$ cat config.mk
export PLATFORM = sky130hd
export DESIGN_NAME = predictor_update_arbiter
export DESIGN_NICKNAME = d
export VERILOG_FILES = /design/src/rtl/predictor_update_arbiter.sv
export SDC_FILE = /design/constraint.sdc
export NUM_CORES = 1
export LEC_CHECK = 0
export CAP_MARGIN = 20
export CORE_ASPECT_RATIO = 1.1
export CORE_UTILIZATION = 49
export CTS_BUF_LIST = sky130_fd_sc_hd__clkbuf_16
export DETAILED_ROUTE_END_ITERATION = 8
export GPL_TIMING_DRIVEN = 0
export PLACE_DENSITY = 0.72
export SLEW_MARGIN = 0
export SYNTH_ARGS = -nofsm -noshare
export SYNTH_HDL_FRONTEND = slang
export SYNTH_SLANG_ARGS = --single-unit
$ cat constraint.sdc
create_clock -name Sys_clk -period 4.8 [get_ports Sys_clk]
set_input_delay 0.72 -clock Sys_clk [delete_from_list [all_inputs] [get_ports Sys_clk]]
set_output_delay 0.72 -clock Sys_clk [all_outputs]
set_load 0.05 [all_outputs]
$ cat src/rtl/predictor_update_arbiter.sv
// ---------------------------------------------------------------------------
// predictor_update_arbiter
//
// Shares the branch predictor's single access port between fetch-side
// prediction lookups and commit-side outcome updates. Committed outcomes are
// queued in a small FIFO. Each cycle at most one requester owns the port.
// Fetch normally wins. A starvation/occupancy guard forces a feedback drain
// when either of these holds:
//   - fetch has been granted STARVE_LIMIT times in a row over a non-empty
//     queue, or
//   - the queue is one entry from full.
//
// Ports
//   Sys_clk              clock, all state on rising edge
//   Sys_rst              synchronous active-high reset
//   Sys_rdy              global enable; low freezes all state and grants
//   IFPA_predict_req     fetch lookup request (held until granted)
//   IFPA_pc              lookup PC
//   PAIF_predict_valid   prediction granted this cycle
//   PAIF_predict_result  predictor answer, gated by the grant
//   ROBPA_fb_valid       push one committed outcome
//   ROBPA_fb_pc          committed branch PC
//   ROBPA_fb_taken       committed branch outcome
//   PAROB_fb_full        queue full (registered)
//   PAPD_predict_en      predictor lookup enable
//   PAPD_pc              lookup PC passthrough
//   PDPA_predict_result  predictor combinational answer
//   PAPD_feedback_en     predictor update enable
//   PAPD_feedback_pc     queue head PC (0 when empty)
//   PAPD_branch_result   queue head outcome (0 when empty)
// ---------------------------------------------------------------------------
module predictor_update_arbiter #(
  parameter int ADDR_WIDTH     = 32,
  parameter int FIFO_DEPTH_LOG = 3,
  parameter int STARVE_LIMIT   = 4
) (
  input  logic                  Sys_clk,
  input  logic                  Sys_rst,
  input  logic                  Sys_rdy,
  input  logic                  IFPA_predict_req,
  input  logic [ADDR_WIDTH-1:0] IFPA_pc,
  output logic                  PAIF_predict_valid,
  output logic                  PAIF_predict_result,
  input  logic                  ROBPA_fb_valid,
  input  logic [ADDR_WIDTH-1:0] ROBPA_fb_pc,
  input  logic                  ROBPA_fb_taken,
  output logic                  PAROB_fb_full,
  output logic                  PAPD_predict_en,
  output logic [ADDR_WIDTH-1:0] PAPD_pc,
  input  logic                  PDPA_predict_result,
  output logic                  PAPD_feedback_en,
  output logic [ADDR_WIDTH-1:0] PAPD_feedback_pc,
  output logic                  PAPD_branch_result
);

  localparam int DEPTH = 1 << FIFO_DEPTH_LOG;
  localparam logic [FIFO_DEPTH_LOG:0] DEPTH_C    = (FIFO_DEPTH_LOG+1)'(DEPTH);
  localparam logic [FIFO_DEPTH_LOG:0] NEAR_FULL  = (FIFO_DEPTH_LOG+1)'(DEPTH - 1);
  localparam logic [3:0]              STARVE_MAX = 4'(STARVE_LIMIT);

  typedef struct packed {
    logic [ADDR_WIDTH-1:0] pc;
    logic                  taken;
  } fb_entry_t;

  fb_entry_t                 mem_q [DEPTH];
  fb_entry_t                 mem_d [DEPTH];
  logic [FIFO_DEPTH_LOG-1:0] head_q, head_d;
  logic [FIFO_DEPTH_LOG-1:0] tail_q, tail_d;
  logic [FIFO_DEPTH_LOG:0]   count_q, count_d;
  logic [3:0]                starve_q, starve_d;
  logic                      full_q, full_d;

  logic      active;
  logic      fifo_nonempty;
  logic      force_fb;
  logic      predict_gnt;
  logic      feedback_gnt;
  logic      push;
  logic      pop;
  fb_entry_t head_entry;

  // -------------------------------------------------------------------------
  // Grant selection
  // -------------------------------------------------------------------------
  always_comb begin
    active        = Sys_rdy && !Sys_rst;
    fifo_nonempty = (count_q != '0);
    force_fb      = fifo_nonempty &&
                    ((starve_q == STARVE_MAX) || (count_q >= NEAR_FULL));
    predict_gnt   = 1'b0;
    feedback_gnt  = 1'b0;
    if (active) begin
      if (force_fb) begin
        feedback_gnt = 1'b1;
      end else if (IFPA_predict_req) begin
        predict_gnt = 1'b1;
      end else if (fifo_nonempty) begin
        feedback_gnt = 1'b1;
      end
    end
  end

  // A push is judged against the registered full flag only, so a push while
  // full is dropped even if the head pops in the same cycle.
  always_comb begin
    push = ROBPA_fb_valid && !full_q && active;
    pop  = feedback_gnt;
  end

  // -------------------------------------------------------------------------
  // Next-state logic
  // -------------------------------------------------------------------------
  always_comb begin
    mem_d    = mem_q;
    head_d   = head_q;
    tail_d   = tail_q;
    count_d  = count_q;
    starve_d = starve_q;

    if (active) begin
      if (pop) begin
        head_d = head_q + 1'b1;
      end
      if (push) begin
        mem_d[tail_q] = '{pc: ROBPA_fb_pc, taken: ROBPA_fb_taken};
        tail_d        = tail_q + 1'b1;
      end

      case ({push, pop})
        2'b10:   count_d = count_q + 1'b1;
        2'b01:   count_d = count_q - 1'b1;
        default: count_d = count_q;
      endcase

      // Starve tracks consecutive fetch wins over a waiting queue.
      if (!fifo_nonempty || feedback_gnt) begin
        starve_d = '0;
      end else if (predict_gnt && (starve_q != STARVE_MAX)) begin
        starve_d = starve_q + 1'b1;
      end
    end

    full_d = (count_d == DEPTH_C);
  end

  // -------------------------------------------------------------------------
  // State registers
  // -------------------------------------------------------------------------
  always_ff @(posedge Sys_clk) begin
    if (Sys_rst) begin
      head_q   <= '0;
      tail_q   <= '0;
      count_q  <= '0;
      starve_q <= '0;
      full_q   <= 1'b0;
    end else begin
      head_q   <= head_d;
      tail_q   <= tail_d;
      count_q  <= count_d;
      starve_q <= starve_d;
      full_q   <= full_d;
    end
  end

  // Queue storage needs no reset; only occupied slots are ever observed.
  always_ff @(posedge Sys_clk) begin
    mem_q <= mem_d;
  end

  // -------------------------------------------------------------------------
  // Outputs
  // -------------------------------------------------------------------------
  always_comb begin
    head_entry          = mem_q[head_q];
    PAPD_predict_en     = predict_gnt;
    PAIF_predict_valid  = predict_gnt;
    PAIF_predict_result = predict_gnt & PDPA_predict_result;
    PAPD_pc             = IFPA_pc;
    PAPD_feedback_en    = feedback_gnt;
    PAPD_feedback_pc    = fifo_nonempty ? head_entry.pc : '0;
    PAPD_branch_result  = fifo_nonempty ? head_entry.taken : 1'b0;
    PAROB_fb_full       = full_q;
  end

endmodule

==> impl_metrics.sql <==
INSERT INTO impl_metrics (metric_group, metric, value, unit) VALUES
('cells_and_area', 'design_area', '13800', 'um2'),
('timing', 'final.setup.tns', '0', 'ns'),
('timing', 'tightestPinTransition', '0.951', 'ns'),
('floorplan', 'design.portCount', '141', ''),
('setup_path', 'setup_cp_type', 'reg -> out', ''),
('setup_path', 'highest_net_fanout_along_the_worst_path', '10', ''),
('synth', 'synthMostInstantiatedCell', 'edfxtp_1', ''),
('synth', 'ys_seq_area_frac', '0.733', ''),
('setup_path', 'slowest_delay', '0.84', 'ns'),
('synth', 'post_synth_edffs', '264', ''),
('cells_and_area', 'design.final.nets', '786', ''),
('job', 'timing.max_cap.violations', '0', ''),
('clock_tree', 'cts_tree', 'yes', ''),
('placed_design', 'placement.setup.worst_slack', '1.09', 'ns'),
('synth', 'synthCells', '557', ''),
('synth', 'synth.distinct_cells', '44', ''),
('placed_design', 'gp_congestion', '0.784', ''),
('setup_path', 'regToRegSetupSlack', '2.07', 'ns'),
('grt', 'first_pass_grt_wire_length', '34.1', 'mm'),
('routing', 'route.antenna.remaining_nets', '0', ''),
('cells_and_area', 'nFillCells', '1600', ''),
('synth', 'synth_warnings', '0', ''),
('pwr', 'power.sequential.fraction', '0.527', ''),
('synth', 'synth.top_cells.by_count', 'edfxtp_1, mux4_2, nor2_1', ''),
('routing', 'routed-via-count', '5628', ''),
('routing', 'drt-initial-drc-count', '386', ''),
('setup_path', 'critical_path_arrival', '3.09', 'ns'),
('clock_tree', 'numClockSinks', '279', ''),
('placed_design', 'detailedPlacementHpwl', '14.3', 'mm'),
('cells_and_area', 'layout.cells.non_filler', '1022', ''),
('synth', 'synthDominantCellAreaShare', '0.706', ''),
('floorplan', 'die_w', '146', 'um'),
('routing', 'drt-pass1-iter-count', '6', ''),
('setup_path', 'path_cells', 'buf_2, buf_1, mux2i_1, nor2_1, clkdlybuf4s50_1', ''),
('placed_design', 'cell_count_post_placement', '973', ''),
('routing', 'detail_route.wl_per_cell', '21.9', 'um'),
('worst_hold_path', 'holdPathEnd', 'starve_q[0]', ''),
('setup_path', 'worst_path_required', '4.08', 'ns'),
('routing', 'drc_violations_left', '0', ''),
('setup_path', 'rr_startpoint', 'starve_q[0]', ''),
('synth', 'ys_ff_latch', '279', ''),
('setup_path', 'critical_path.top_delay_family', 'buffers and inverters', ''),
('worst_hold_path', 'min-delay-start', 'Sys_rst', ''),
('floorplan', 'die_area', '23500', 'um2'),
('placed_design', 'placed_area', '12900', 'um2'),
('pwr', 'post-layout-total-power', '5.08', 'mW'),
('clock_tree', 'cts.root.buffer_cell', 'clkbuf_16', ''),
('routing', 'overall_routed_net_length', '22.4', 'mm'),
('cells_and_area', 'area_growth_syn_to_layout', '23.2', '%'),
('pwr', 'pwr-share-comb', '0.054', ''),
('synth', 'dominantRegCellSynth', 'edfxtp_1', ''),
('cells_and_area', 'antenna_cells', '0', ''),
('cells_and_area', 'final_core_util', '0.622', ''),
('synth', 'ys_top_cells_by_area', 'edfxtp_1, mux4_2, mux2i_1, dfxtp_1, buf_4', ''),
('pwr', 'power.net_switching', '1.01', 'mW'),
('grt', 'grt_antenna_before_repair', '0', ''),
('timing', 'final_clock_skew', '0.0102', 'ns'),
('clock_tree', 'cts_hold_buf', '0', ''),
('worst_hold_path', 'min-delay-path-class', 'in -> reg', ''),
('setup_path', 'start_kind', 'register', ''),
('outcome', 'status', 'completed', ''),
('timing', 'finalHoldWorstSlack', '0.474', 'ns'),
('timing', 'hold_viol', '0', ''),
('timing', 'max_freq', '262', 'MHz'),
('synth', 'synthesis.area_per_instance', '20.2', 'um2'),
('timing', 'setup_repair_after_global_routing_missed_its_margin', 'false', ''),
('synth', 'mappedNetlistNets', '636', ''),
('timing', 'worst_slew_margin_rel', '0.366', ''),
('pwr', 'clock_power_share', '0.419', ''),
('timing', 'postLayoutSetupSlackWorst', '0.988', 'ns'),
('clock_tree', 'cts.reportedPaths.clkPinSlew', '0.06', 'ns');
-- kinds of logic (layout without fill, tap and decap cells) --
group                      count (synthesis)  after routing  synth area share
DFF                                      279            279             0.733
xor gates and xnor gates                   4              4           0.00312
AOI/OAI and AO/OA                         17             17            0.0136
and+or+nand+nor                           81             81            0.0373
buffers and inverters                     66            236            0.0389
muxes                                    102            102             0.165
adders and majority gates                  8              8           0.00959
-- worst reg2reg max path: stages (launching register included) --
cell and delay (ns):
dfxtp_1 0.33, inv_1 0.09, ha_1 0.17, nand3b_2 0.14, a311oi_4 0.55, ha_1 0.33
ha_1 0.22, a21oi_1 0.10, a2111o_1 0.44, a21o_1 0.18, a21oi_1 0.12
-- power groups by stage --
stage	clock network (mW)	registers [mW]	logic, mW
3_3_place_gp	0	2.73	0.263
2_1_floorplan	0	2.73	0.155
6_report	2.13	2.68	0.273
4_1_cts	2.16	2.68	0.276
5_1_grt	2.25	2.68	0.288
3_5_place_dp	0	2.73	0.275
-- layout make-up --
class | count | area [um2] | area share
Sequential cell | 279 | 8230 | 0.595
Timing Repair Buffer | 121 | 1280 | 0.0926
Clock buffer | 27 | 676 | 0.0488
Multi-Input combinational cell | 212 | 2620 | 0.189
Clock inverter | 22 | 225 | 0.0163
Tap cell | 295 | 369 | 0.0267
Inverter | 7 | 26.3 | 0.00190
Buffer | 59 | 410 | 0.0297
-- worst max-delay path by stage --
stage / start / end / slack (ns) / depth (start not counted)
detailed placement: Sys_rdy / PAPD_feedback_en / 1.09 / 4
global route: head_q[0] / PAPD_feedback_pc[1] / 0.85 / 6
global placement: Sys_rdy / mem_q[257] / -2.17 / 4
finish: head_q[2] / PAPD_feedback_pc[24] / 0.99 / 5
floorplan: Sys_rst / mem_q[231] / 0.75 / 4
CTS: head_q[2] / PAPD_feedback_pc[18] / 0.96 / 5
-- flip-flops by register name (all words and copies together) (netlist names) --
register,count
mem_q,264
count_q,4
starve_q,4
head_q,3
tail_q,3
PAROB_fb_full,1
-- cells in the final DEF, fill, tap and decap left out, types with 2 or more instances in the layout --
cell type	instances
clkinv_1	6
bufinv_16	5
nand3_1	3
nand2b_1	8
mux2i_1	36
buf_12	6
xnor2_1	3
clkbuf_1	8
nand2_1	9
ha_1	7
nor2_4	6
dfxtp_1	15
inv_1	12
nor2_1	39
a21oi_1	6
buf_6	10
buf_4	35
buf_8	2
buf_1	3
clkbuf_16	27
clkinv_2	5
clkdlybuf4s50_1	107
mux4_2	66
edfxtp_1	264
buf_2	8
nor3_2	2
a211o_1	2
-- layer usage --
| metal | wire length, um | GRT usage | vias to the layer above |
|---|---|---|---|
| li1 | - | - | 2504 |
| met1 | 9360 | 0.256 | 2887 |
| met2 | 11400 | 0.339 | 207 |
| met3 | 1280 | 0.0315 | 30 |
| met4 | 368 | 0.0511 | 0 |
| met5 | 0 | 0 | - |
Note: power is estimated with default switching activity, not from simulation.
